File: src/rtl/sram_march_bist.sv
// March C- BIST engine driving NCH single-port SRAMs in lockstep.
// Latency: 10*DEPTH access cycles, one drain cycle for the final compare, one done cycle.
// Backpressure: none; RAMs are assumed ready every cycle, start is only honoured in IDLE.
//
// Ports:
//   clk, rst_n           clock, asynchronous active-low reset
//   bist_start, bg_sel   start level (sampled in IDLE), background select (0 solid, 1 checkerboard)
//   bist_busy/done/fail  status: busy during RUN+DRAIN, one-cycle done pulse, sticky fail
//   fail_addr/elem/ch    first-miscompare address, March element and channel mask
//   fail_cnt             saturating count of failing read cycles
//   ram_cen/wen/a/d      registered RAM controls shared by all channels (active-low enables)
//   ram_q                read data, channel c at [c*DW +: DW], valid one cycle after a read
module sram_march_bist #(
  parameter int DW    = 32,
  parameter int AW    = 10,
  parameter int DEPTH = 1024,
  parameter int NCH   = 1
) (
  input  logic              clk,
  input  logic              rst_n,
  input  logic              bist_start,
  input  logic              bg_sel,
  output logic              bist_busy,
  output logic              bist_done,
  output logic              bist_fail,
  output logic [AW-1:0]     fail_addr,
  output logic [2:0]        fail_elem,
  output logic [NCH-1:0]    fail_ch,
  output logic [15:0]       fail_cnt,
  output logic              ram_cen,
  output logic              ram_wen,
  output logic [AW-1:0]     ram_a,
  output logic [DW-1:0]     ram_d,
  input  logic [NCH*DW-1:0] ram_q
);

  typedef enum logic [1:0] {S_IDLE, S_RUN, S_DRAIN, S_DONE} state_t;

  localparam logic [AW-1:0] LAST_ADDR = AW'(DEPTH - 1);
  localparam logic [DW-1:0] CHECKER   = {(DW/2){2'b01}};

  state_t        state, state_nxt;
  // elem/addr/phase describe the access currently presented on the RAM pins.
  logic [2:0]    elem, elem_nxt;
  logic [AW-1:0] addr, addr_nxt;
  logic          phase, phase_nxt;
  logic          bg;

  logic          start_acc;
  logic          two_phase;
  logic          descending;
  logic          at_last;
  logic          acc_run;
  logic          acc_we;
  logic          acc_inv;
  logic [DW-1:0] acc_bg;

  // Compare pipeline: one stage behind the read that was issued.
  logic          exp_vld;
  logic [DW-1:0] exp_data;
  logic [AW-1:0] exp_addr;
  logic [2:0]    exp_elem;
  logic [NCH-1:0] mism;

  // ---------------------------------------------------------------------------
  // Sequencer: next access and next state
  // ---------------------------------------------------------------------------
  always_comb begin
    state_nxt  = state;
    elem_nxt   = elem;
    addr_nxt   = addr;
    phase_nxt  = phase;
    start_acc  = 1'b0;
    two_phase  = (elem >= 3'd1) && (elem <= 3'd4);
    descending = (elem == 3'd3) || (elem == 3'd4);
    at_last    = descending ? (addr == '0) : (addr == LAST_ADDR);

    case (state)
      S_IDLE: begin
        if (bist_start) begin
          start_acc = 1'b1;
          state_nxt = S_RUN;
          elem_nxt  = 3'd0;
          addr_nxt  = '0;
          phase_nxt = 1'b0;
        end
      end
      S_RUN: begin
        if (two_phase && !phase) begin
          phase_nxt = 1'b1;
        end else begin
          phase_nxt = 1'b0;
          if (at_last) begin
            if (elem == 3'd5) begin
              state_nxt = S_DRAIN;
            end else begin
              elem_nxt = elem + 3'd1;
              // Elements entered from M2/M3 (i.e. M3/M4) walk downwards.
              addr_nxt = ((elem == 3'd2) || (elem == 3'd3)) ? LAST_ADDR : '0;
            end
          end else begin
            addr_nxt = descending ? (addr - 1'b1) : (addr + 1'b1);
          end
        end
      end
      S_DRAIN: state_nxt = S_DONE;
      default: state_nxt = S_IDLE;
    endcase
  end

  // Decode of the access about to be driven. The background comes straight
  // from bg_sel on the start cycle because bg is only latched at that edge.
  always_comb begin
    acc_run = (state_nxt == S_RUN);
    acc_we  = (elem_nxt == 3'd0) || phase_nxt;
    // Writes of ~B in M1/M3; reads of ~B in M2/M4.
    acc_inv = acc_we ? ((elem_nxt == 3'd1) || (elem_nxt == 3'd3))
                     : ((elem_nxt == 3'd2) || (elem_nxt == 3'd4));
    acc_bg  = ((state == S_IDLE) ? bg_sel : bg) ? CHECKER : '0;
  end

  always_ff @(posedge clk or negedge rst_n) begin
    if (!rst_n) begin
      state   <= S_IDLE;
      elem    <= 3'd0;
      addr    <= '0;
      phase   <= 1'b0;
      bg      <= 1'b0;
      ram_cen <= 1'b1;
      ram_wen <= 1'b1;
      ram_d   <= '0;
    end else begin
      state   <= state_nxt;
      elem    <= elem_nxt;
      addr    <= addr_nxt;
      phase   <= phase_nxt;
      if (start_acc) bg <= bg_sel;
      ram_cen <= !acc_run;
      ram_wen <= !(acc_run && acc_we);
      if (acc_run) ram_d <= acc_bg ^ {DW{acc_inv}};
    end
  end

  assign ram_a     = addr;
  assign bist_busy = (state == S_RUN) || (state == S_DRAIN);
  assign bist_done = (state == S_DONE);

  // ---------------------------------------------------------------------------
  // Compare pipeline. On a read, ram_d already carries the expected word, so
  // it is captured as the reference for the data returning next cycle.
  // ---------------------------------------------------------------------------
  always_ff @(posedge clk or negedge rst_n) begin
    if (!rst_n) begin
      exp_vld  <= 1'b0;
      exp_data <= '0;
      exp_addr <= '0;
      exp_elem <= 3'd0;
    end else begin
      exp_vld <= !ram_cen && ram_wen;
      if (!ram_cen && ram_wen) begin
        exp_data <= ram_d;
        exp_addr <= ram_a;
        exp_elem <= elem;
      end
    end
  end

  always_comb begin
    mism = '0;
    for (int c = 0; c < NCH; c++) begin
      mism[c] = exp_vld && (ram_q[c*DW +: DW] != exp_data);
    end
  end

  always_ff @(posedge clk or negedge rst_n) begin
    if (!rst_n) begin
      bist_fail <= 1'b0;
      fail_addr <= '0;
      fail_elem <= 3'd0;
      fail_ch   <= '0;
      fail_cnt  <= 16'd0;
    end else if (start_acc) begin
      bist_fail <= 1'b0;
      fail_addr <= '0;
      fail_elem <= 3'd0;
      fail_ch   <= '0;
      fail_cnt  <= 16'd0;
    end else if (|mism) begin
      bist_fail <= 1'b1;
      if (fail_cnt != 16'hFFFF) fail_cnt <= fail_cnt + 16'd1;
      if (!bist_fail) begin
        fail_addr <= exp_addr;
        fail_elem <= exp_elem;
        fail_ch   <= mism;
      end
    end
  end

endmodule

File: config.mk
export PLATFORM = sky130hd
export DESIGN_NAME = sram_march_bist
export DESIGN_NICKNAME = d
export VERILOG_FILES = /design/src/rtl/sram_march_bist.sv
export SDC_FILE = /design/constraint.sdc
export NUM_CORES = 1
export LEC_CHECK = 0
export BUFFER_PORTS_ARGS = -buffer_cell sky130_fd_sc_hd__clkbuf_2
export CORE_MARGIN = 8
export CORE_UTILIZATION = 52
export CTS_CLUSTER_DIAMETER = 30
export DETAILED_ROUTE_END_ITERATION = 6
export HOLD_SLACK_MARGIN = 0.06
export PLACE_DENSITY = 0.91
export SYNTH_ARGS = -nofsm -noshare
export SYNTH_HDL_FRONTEND = slang
export SYNTH_SLANG_ARGS = --single-unit
File: constraint.sdc
create_clock -name clk -period 3.3 [get_ports clk]
set_input_delay 0.66 -clock clk [delete_from_list [all_inputs] [get_ports clk]]
set_output_delay 0.66 -clock clk [all_outputs]
set_load 0.01 [all_outputs]
==> out/qor.yml, run 1 <==
status:
  run_status: "finished, final reports clean"
logic_synthesis:
  ys_seq_elements: 68
  synth.lib_cells_used.distinct: 50
  syn-mean-instance-area_sq_um: 9.718
  synth_enable_flop_cells: 0
  synth.net_count: 459
  synth_area_sq_um: 3926
  yosysSeqAreaShare_pct: 43.40
  synth_async_sr_flop_share_pct: 100.0
  netlist_instances: 404
  synth_top_flop_cell: "sky130_fd_sc_hd__dfrtp_1"
  synth_warnings: 0
die:
  die-width_um: 102.9
  io_pins: 113
  coreArea_sq_um: 7292
  floorplan.die_area_sq_um: 10590
  num_rows: 31
  dieHeight_um: 102.9
  start_util_pct: 53.84
routing:
  route.antenna.remaining_nets: 0
  drt_iter0_drc: 254
  post_drt_via_cell_ratio: 5.558
  dr_total_vias: 3329
  drt-total-wl_um: 9682
  first_pass_iters: 4
  drc: 0
  wl_per_cell_um: 16.16
critical_path:
  setup.worst_path.end_class: "flop"
  criticalPathCategory: "reg -> reg"
  timing.reg2reg.worst_path_depth: 11
  reg2reg_from: "elem[0]$_DFF_PN0_"
  data_required_time_at_the_worst_endpoint_ps: 3530
  path_common_cell: "sky130_fd_sc_hd__ha_1"
  cp-start-kind: "flop"
  worst-path-max-fanout: 11
  worstReg2RegEnd: "ram_a[9]$_DFFE_PN0P_"
  critPathArrivalTime_ps: 3340
  cp_top_delay_family: "compound AO/OA/AOI/OAI gates"
  worstPathCellList: "inv_1 > ha_1 > mux2_4 > ha_1 > o21a_1 > a2111o_1 > a31o_2 > a21oi_1 > xnor2_1 > a21o_1 > a22o_1"
  critical-path-max-stage-delay_ps: 430
  cp.buffers_inverters: 1
  worst_path_max_delay_cell: "sky130_fd_sc_hd__dfrtp_1"
  timing.reg2reg.setup_slack_ps: 190
clocking:
  insertion_delay_ps: 340
  clkTransAtPathRegs_ps: 90
  cts-hold-fix-buffers: 0
  clock_buffer_count_from_cts: 9
  tritoncts: "built"
  clockBufferDepth: 2
  cts.repair_timing.setup_buffer_count: 0
  cts.htree.levels: 3
  clock-sinks: 68
  cts.repair.resized: 0
  cts_root_buf: "sky130_fd_sc_hd__clkbuf_8"
sta:
  tightestPinTransition_ps: 834.8
  final_max_tran_viols: 0
  min_period_ps: 3111
  maxClockFrequency_ghz: 0.3214
  worst_slew_margin_rel_pct: 44.35
  skew_ps: 14.29
  finalHoldViolCount: 0
  hold-worst-slack_ps: 476.2
  post-route-period-util_pct: 94.28
  finalSetupViolations: 0
  setup-tns-final_ps: 0
  rsz0062_at_grt: "false"
power_and_ir_drop:
  report.power.total_mw: 3.936
  worst_ir_drop_vdd_v: 0.0003334
  power.density_cell_area_nw_per_um2: 854.4
  cellLeakagePower_nw: 2.357
global_routing:
  first_pass_grt_wire_length_um: 15390
  first_global_vias: 3323
  grt_start_max_net_pins: 69
  globalRoute.totalOverflow: 0
  grt_antenna_before_repair: 0
  grt.total_usage_pct: 18.50
finish:
  final_net_count: 550
  mostFrequentLayoutCell: "sky130_fd_sc_hd__clkbuf_2"
  syn_to_final_growth_pct: 17.34
  post_route_cells_drive_above_1_share_pct: 30.40
  multi_input_area_sq_um: 1871
  regArea_sq_um: 1704
  antenna_cells_inserted: 0
  final_cell_mix: "111 x sky130_fd_sc_hd__clkbuf_2, 66 x sky130_fd_sc_hd__dfrtp_1, 36 x sky130_fd_sc_hd__nand2_1, 28 x sky130_fd_sc_hd__nor2_1"
  filler_cell_count: 578
place:
  place_hpwl_um: 7378
  gpl.final_weighted_congestion: 0.9119
  portBuffers: 112
flow_run:
  max_cap_viol_count: 0
hold_path:
  min-delay-path-class: "in -> async"
-- synth_stat cells (3+ instances only) --
cell type / number / share of area, %
sky130_fd_sc_hd__a21oi_1: 15 / 1.9
sky130_fd_sc_hd__nand2b_1: 3 / 0.48
sky130_fd_sc_hd__nor4_1: 9 / 1.4
sky130_fd_sc_hd__nor2_1: 28 / 2.7
sky130_fd_sc_hd__nand4_1: 9 / 1.4
sky130_fd_sc_hd__nor3_1: 21 / 2.7
sky130_fd_sc_hd__clkbuf_1: 9 / 0.86
sky130_fd_sc_hd__nand2_1: 36 / 3.4
sky130_fd_sc_hd__xnor2_1: 18 / 4.0
sky130_fd_sc_hd__dfrtp_1: 66 / 42
sky130_fd_sc_hd__inv_1: 21 / 2.0
sky130_fd_sc_hd__nand3_1: 8 / 1.0
sky130_fd_sc_hd__mux2_1: 7 / 2.0
sky130_fd_sc_hd__or3_1: 5 / 0.80
sky130_fd_sc_hd__a21o_1: 6 / 1.1
sky130_fd_sc_hd__nor2b_1: 4 / 0.64
sky130_fd_sc_hd__mux2i_1: 4 / 1.0
sky130_fd_sc_hd__a22o_1: 21 / 4.7
sky130_fd_sc_hd__buf_4: 30 / 5.7
sky130_fd_sc_hd__mux2_2: 3 / 0.86
sky130_fd_sc_hd__and2_1: 4 / 0.64
sky130_fd_sc_hd__a31oi_1: 6 / 0.96
sky130_fd_sc_hd__ha_1: 18 / 5.7
sky130_fd_sc_hd__nor3b_1: 3 / 0.57
sky130_fd_sc_hd__o21ai_0: 13 / 1.7
sky130_fd_sc_hd__o21ai_1: 5 / 0.64
-- worst max path at each step --
stage | startpoint | to | slack, ps | cells past startpoint
after floorplan | elem[0]$_DFF_PN0_ | ram_d[30]$_DFFE_PN0N_ | 390 | 11
after global placement | elem[0]$_DFF_PN0_ | ram_a[9]$_DFFE_PN0P_ | 300 | 11
after detailed placement | elem[0]$_DFF_PN0_ | ram_a[9]$_DFFE_PN0P_ | 240 | 11
after CTS | elem[0]$_DFF_PN0_ | ram_a[9]$_DFFE_PN0P_ | 210 | 11
after global routing | elem[0]$_DFF_PN0_ | ram_a[9]$_DFFE_PN0P_ | 40 | 12
final | elem[0]$_DFF_PN0_ | ram_a[9]$_DFFE_PN0P_ | 190 | 11
-- worst reg2reg max path: stages, from the launching register on --
cell                       delay [ps]
sky130_fd_sc_hd__dfrtp_1          430
sky130_fd_sc_hd__inv_1            120
sky130_fd_sc_hd__ha_1             220
sky130_fd_sc_hd__mux2_4           340
sky130_fd_sc_hd__ha_1             350
sky130_fd_sc_hd__o21a_1           200
sky130_fd_sc_hd__a2111o_1         430
sky130_fd_sc_hd__a31o_2           240
sky130_fd_sc_hd__a21oi_1          160
sky130_fd_sc_hd__xnor2_1          100
sky130_fd_sc_hd__a21o_1           190
sky130_fd_sc_hd__a22o_1           220
-- report_power, final --
part / total, mW / switching [mW] / internal (mW)
clock network: 0.693 / 0.341 / 0.353
logic: 1.88 / 1.10 / 0.782
registers: 1.36 / 0.274 / 1.09
-- logic make-up (layout without fill, tap and decap cells) --
| kind of cell | after synthesis | after routing | synth area share [%] |
|---|---|---|---|
| buffers and inverters | 63 | 159 | 9.082 |
| muxes | 15 | 15 | 4.270 |
| and+or+nand+nor | 135 | 135 | 16.86 |
| DFF | 68 | 68 | 43.40 |
| xor gates and xnor gates | 20 | 20 | 4.653 |
| adders and majority gates | 19 | 19 | 6.246 |
| AOI/OAI and AO/OA | 84 | 84 | 15.49 |
-- metrics by stage --
step / std cells / utilization (%) / instance area, sq um / setup slack (ps)
floorplan: 404 / - / 3926 / 385.1
global placement: 583 / 60.40 / 4404 / 302.8
detailed placement: 583 / 60.40 / 4404 / 242.0
CTS: 599 / 63.11 / 4602 / 212.0
global route: 599 / 63.18 / 4607 / 37.25
finish: 599 / 63.18 / 4607 / 188.6
-- registers in the layout, indices dropped and copies added (netlist names), 3 cells and up --
signal / count
exp_addr: 10
fail_elem: 3
ram_a: 10
fail_cnt: 16
elem: 3
fail_addr: 10
exp_elem: 3
-- per-layer routing --
metal  GRT usage (%)  wire, um
met4           9.566       183
met3           3.984       521
met2           31.27      5176
met5               0         0
met1           21.59      3800
-- final cells by class --
type                    count  area share, %
clock buffers               9          2.689
repair buffers            121          13.63
well taps                  99          2.689
inverters                  22          1.793
clock inverters             7          1.602
multi-input cells         273          40.60
flip-flops and latches     68          36.99
(Power assumes the default switching activity.)
==> inputs of run 2 (changes only) <==
Settings changed: SETUP_SLACK_MARGIN set to 0.3.
==> out/qor.yml, run 2 (same netlist as run 1, synthesis figures left out) <==
critical_path:
  cp-start-kind: "flop"
  criticalPathCategory: "reg -> reg"
  critPathArrivalTime_ps: 3170
  critical-path-max-stage-delay_ps: 440
  worst_path_max_delay_cell: "sky130_fd_sc_hd__dfrtp_2"
  worstReg2RegEnd: "ram_a[9]$_DFFE_PN0P_"
  worst-path-max-fanout: 8
  worstPathCellList: "ha_2 > mux2_4 > buf_4 > ha_4 > inv_1 > o21ai_1 > a2111o_1 > a31o_2 > a21oi_2 > xnor2_1 > a21o_1 > a22o_1"
  setup.worst_path.end_class: "flop"
  cp.buffers_inverters: 2
  timing.reg2reg.worst_path_depth: 12
  timing.reg2reg.setup_slack_ps: 370
  cp_top_delay_family: "compound AO/OA/AOI/OAI gates"
  data_required_time_at_the_worst_endpoint_ps: 3530
  reg2reg_from: "elem[0]$_DFF_PN0_"
die:
  coreArea_sq_um: 7292
  floorplan.die_area_sq_um: 10590
  start_util_pct: 53.84
  dieHeight_um: 102.9
  num_rows: 31
  io_pins: 113
  die-width_um: 102.9
clocking:
  tritoncts: "built"
  clockBufferDepth: 2
  cts.htree.levels: 3
  insertion_delay_ps: 350
  cts_root_buf: "sky130_fd_sc_hd__clkbuf_8"
  clock-sinks: 68
  cts-hold-fix-buffers: 0
  clock_buffer_count_from_cts: 9
  clkTransAtPathRegs_ps: 90
routing:
  post_drt_via_cell_ratio: 5.725
  route.antenna.remaining_nets: 0
  drt_iter0_drc: 253
  first_pass_iters: 5
  wl_met1_um: 4154
  wl_per_cell_um: 17.46
  highest-signal-layer: "met4"
  route.met3.wl_um: 677
  dr_total_vias: 3492
  drt-total-wl_um: 10650
  met2WireLength_um: 5594
  drc: 0
flow_run:
  max_cap_viol_count: 0
finish:
  antenna_cells_inserted: 0
  largest_reg_flops: 16
  largest-register: "fail_cnt"
  syn_to_final_growth_pct: 22.34
  post_route_cells_drive_above_1_share_pct: 35.23
  final_cell_mix: "111 x sky130_fd_sc_hd__clkbuf_2, 65 x sky130_fd_sc_hd__dfrtp_1, 36 x sky130_fd_sc_hd__nand2_1, 28 x sky130_fd_sc_hd__nor2_1"
  stdcell_count: 610
  mostFrequentLayoutCell: "sky130_fd_sc_hd__clkbuf_2"
  final_net_count: 561
  stdcell_area_sq_um: 4803
place:
  portBuffers: 112
  gpl.final_weighted_congestion: 0.9119
  placed_area_sq_um: 4404
  post-place-cells: 583
  place_hpwl_um: 7378
sta:
  maxClockFrequency_ghz: 0.3407
  finalHoldViolCount: 0
  min_period_ps: 2935
  hold-worst-slack_ps: 475.8
  rsz0062_at_grt: "true"
  setup-tns-final_ps: 0
  tightestPinTransition_ps: 849.2
  worst_slew_margin_rel_pct: 43.38
  skew_ps: 14.20
  finalSetupViolations: 0
  final_max_tran_viols: 0
  post-route-period-util_pct: 88.93
global_routing:
  first_pass_grt_wire_length_um: 15560
  first_global_vias: 3335
  grt.total_usage_pct: 18.71
  grt_start_max_net_pins: 69
  grt_antenna_before_repair: 0
  globalRoute.totalOverflow: 0
hold_path:
  min_from: "exp_addr[5]$_DFFE_PN0P_"
  min-delay-path-class: "reg -> reg"
  min_delay_worst_endpoint: "fail_addr[5]$_DFFE_PN0P_"
  hold_path_depth: 1
power_and_ir_drop:
  cellLeakagePower_nw: 2.407
  power.density_cell_area_nw_per_um2: 857.8
  worst_ir_drop_vdd_v: 0.0003334
status:
  run_status: "finished, final reports clean"
run 2: changes by cell type in the layout (fill, tap and decap cells not counted), sizes merged:
cell,previous run,this run
buf,10,21
run 2: timing repair:
item | in CTS | in global routing
resized for setup | 2 | 22
endpoints found under the setup margin | 5 | 13
pin swaps | 1 | 12
buffers inserted | 3 | 8
run 2: metrics by stage:
stage / total power [mW] / utilization [%] / worst slack [ps]
6_report: 4.120 / 65.87 / 365.2
5_1_grt: 4.394 / 65.87 / 244.7
4_1_cts: 3.975 / 63.64 / 296.7
3_5_place_dp: 3.244 / 60.40 / 242.0
3_3_place_gp: 3.162 / 60.40 / 302.8
2_1_floorplan: 2.755 / - / 385.1
run 2: worst max-delay path by stage:
| stage | from | endpoint | depth (start not counted) |
|---|---|---|---|
| 2_1_floorplan | elem[0]$_DFF_PN0_ | ram_d[30]$_DFFE_PN0N_ | 11 |
| 3_3_place_gp | elem[0]$_DFF_PN0_ | ram_a[9]$_DFFE_PN0P_ | 11 |
| 3_5_place_dp | elem[0]$_DFF_PN0_ | ram_a[9]$_DFFE_PN0P_ | 11 |
| 4_1_cts | elem[0]$_DFF_PN0_ | ram_a[9]$_DFFE_PN0P_ | 12 |
| 5_1_grt | elem[1]$_DFF_PN0_ | ram_d[30]$_DFFE_PN0N_ | 10 |
| 6_report | elem[0]$_DFF_PN0_ | ram_a[9]$_DFFE_PN0P_ | 12 |
run 2: layout make-up:
type	instances	area, sq um
Clock buffer	9	123.9
Clock inverter	7	73.82
Fill cell	545	2489
Inverter	22	82.58
Multi-Input combinational cell	273	1983
Sequential cell	68	1705
Tap cell	99	123.9
Timing Repair Buffer	132	710.7
run 2: report_power, final:
group	switching [mW]	total (mW)	internal [mW]	leakage (nW)
clock network	0.346	0.699	0.353	0.100
logic	1.19	2.04	0.854	1.40
registers	0.291	1.38	1.09	0.908
run 2: layer usage:
metal,up-vias,GRT usage [%]
met3,23,4.186
met4,0,9.900
met1,1703,21.83
li1,1627,-
met5,-,0
met2,139,31.41
==> inputs of run 3 (changes only) <==
Settings changed: CAP_MARGIN set to 20, CORE_MARGIN 8 to 1.
==> out/qor.yml, run 3 (same netlist as run 1, synthesis figures left out) <==
power_and_ir_drop:
  cellLeakagePower_nw: 2.389
  worst_ir_drop_vdd_v: 0.0003368
  power.density_cell_area_nw_per_um2: 845.1
  report.power.total_mw: 4.020
status:
  run_status: "finished, final reports clean"
clocking:
  cts.htree.levels: 3
  insertion_delay_ps: 350
  clockBufferDepth: 2
  clock_buffer_count_from_cts: 9
  cts-hold-fix-buffers: 0
  tritoncts: "built"
  clkTransAtPathRegs_ps: 70
  cts_root_buf: "sky130_fd_sc_hd__clkbuf_8"
  clock-sinks: 68
sta:
  setup-tns-final_ps: 0
  skew_ps: 8.515
  finalSetupViolations: 0
  final_max_tran_viols: 0
  tightestPinTransition_ps: 831.1
  maxClockFrequency_ghz: 0.3369
  rsz0062_at_grt: "true"
  post-route-period-util_pct: 89.96
  min_period_ps: 2969
  layout_setup_ws_ps: 331.3
  worst_slew_margin_rel_pct: 44.59
  finalHoldViolCount: 0
routing:
  drc: 0
  post_drt_via_cell_ratio: 5.621
  wl_per_cell_um: 15.46
  first_pass_iters: 4
  drt-total-wl_um: 9382
  drt_iter0_drc: 197
  dr_total_vias: 3412
  route.antenna.remaining_nets: 0
global_routing:
  first_pass_grt_wire_length_um: 13940
  grt.total_usage_pct: 23.69
  first_global_vias: 2933
  grt_start_max_net_pins: 30
  grt_antenna_before_repair: 0
  globalRoute.totalOverflow: 0
critical_path:
  criticalPathCategory: "reg -> reg"
  critPathArrivalTime_ps: 3210
  worst-path-max-fanout: 7
  data_required_time_at_the_worst_endpoint_ps: 3540
  setup.worst_path.end_class: "flop"
  cp-start-kind: "flop"
place:
  portBuffers: 112
  gpl.final_weighted_congestion: 0.9200
  dpl_worst_slack_ps: 199.8
  place_hpwl_um: 6757
  post-place-cells: 583
finish:
  stdcell_count: 607
  post_route_cells_drive_above_1_share_pct: 33.66
  final_core_utilization_pct: 65.24
  final_cell_mix: "111 x sky130_fd_sc_hd__clkbuf_2, 66 x sky130_fd_sc_hd__dfrtp_1, 36 x sky130_fd_sc_hd__nand2_1, 27 x sky130_fd_sc_hd__nor2_1"
  syn_to_final_growth_pct: 21.16
  antenna_cells_inserted: 0
  mostFrequentLayoutCell: "sky130_fd_sc_hd__clkbuf_2"
  largest_reg_flops: 16
  largest-register: "fail_cnt"
  final_net_count: 558
die:
  dieHeight_um: 88.90
  coreArea_sq_um: 7292
  floorplan.die_area_sq_um: 7902
  io_pins: 113
  num_rows: 31
  start_util_pct: 53.84
  die-width_um: 88.90
flow_run:
  max_cap_viol_count: 0
hold_path:
  min-delay-path-class: "in -> async"
## run 3: cell types whose count changed in the layout (fill, tap and decap cells not counted), moves of 2 or more
cell,previous run,this run
sky130_fd_sc_hd__a21oi_4,2,0
sky130_fd_sc_hd__a21oi_1,11,13
sky130_fd_sc_hd__clkbuf_1,0,2
sky130_fd_sc_hd__buf_4,20,16
sky130_fd_sc_hd__inv_6,2,0
sky130_fd_sc_hd__clkbuf_8,9,11
sky130_fd_sc_hd__clkinv_2,2,0
## run 3: per-layer routing
layer	track usage, %	routed length [um]	part of all wire [%]	vias to the layer above
met5	0	0	0	-
met4	10.56	214	2.3	0
met3	4.986	416	4.4	24
met2	39.30	4864	52	112
met1	30.04	3886	41	1659
li1	-	-	-	1617
## run 3: metrics by stage
stage | hold slack, ps | instance area, sq um
2_1_floorplan | 364.4 | 3926
3_5_place_dp | 470.7 | 4404
3_3_place_gp | 462.7 | 4404
4_1_cts | 331.3 | 4652
6_report | 320.9 | 4757
5_1_grt | 364.4 | 4757
## run 3: final timing paths
| kind | endpoint | slack (ps) | startpoint | cells after the start |
|---|---|---|---|---|
| worst max-delay path | ram_a[9]$_DFFE_PN0P_ | 330 | elem[0]$_DFF_PN0_ | 12 |
| worst min-delay path | fail_cnt[10]$_DFFE_PN0P_ | 320 | rst_n | 1 |
| worst max register to register | ram_a[9]$_DFFE_PN0P_ | 330 | elem[0]$_DFF_PN0_ | 12 |
| worst min register to register | fail_addr[2]$_DFFE_PN0P_ | 490 | exp_addr[2]$_DFFE_PN0P_ | 1 |
| max in group asynchronous | ram_wen$_DFF_PN1_ | 2220 | rst_n | 2 |
| min in group clk | fail_addr[2]$_DFFE_PN0P_ | 490 | exp_addr[2]$_DFFE_PN0P_ | 1 |
## run 3: where the power goes
group          leakage [nW]  total [mW]  internal (mW)  switching [mW]
sequential            0.909        1.38           1.09           0.291
combinational          1.38        1.93          0.822            1.11
clock                0.0959       0.709          0.391           0.318
## run 3: repair_timing
item                                   4_1_cts  5_1_grt
pin swaps                                    0        6
gates resized for setup                      3       15
endpoints found under the hold margin        0        0
setup buffers                                3        5
setup endpoints to repair                    7        4
## run 3: final cells by class
class                           instances  area, sq um
Clock buffer                           13        158.9
Sequential cell                        68         1704
Inverter                               22        82.58
Timing Repair Buffer                  129        691.9
Multi-Input combinational cell        273         1951
Fill cell                             552         2535
Clock inverter                          3        45.04
Tap cell                               99        123.9
## run 3: worst max-delay path, stage by stage (launching register included)
cell and delay [ps]:
sky130_fd_sc_hd__dfrtp_1 440, sky130_fd_sc_hd__inv_2 70, sky130_fd_sc_hd__ha_2 200, sky130_fd_sc_hd__mux2_4 310, sky130_fd_sc_hd__buf_6 150, sky130_fd_sc_hd__ha_4 220
sky130_fd_sc_hd__o21a_1 190, sky130_fd_sc_hd__a2111o_1 400, sky130_fd_sc_hd__a31o_2 250, sky130_fd_sc_hd__a21oi_2 160, sky130_fd_sc_hd__xnor2_2 80, sky130_fd_sc_hd__a21o_1 180
sky130_fd_sc_hd__a22o_1 220
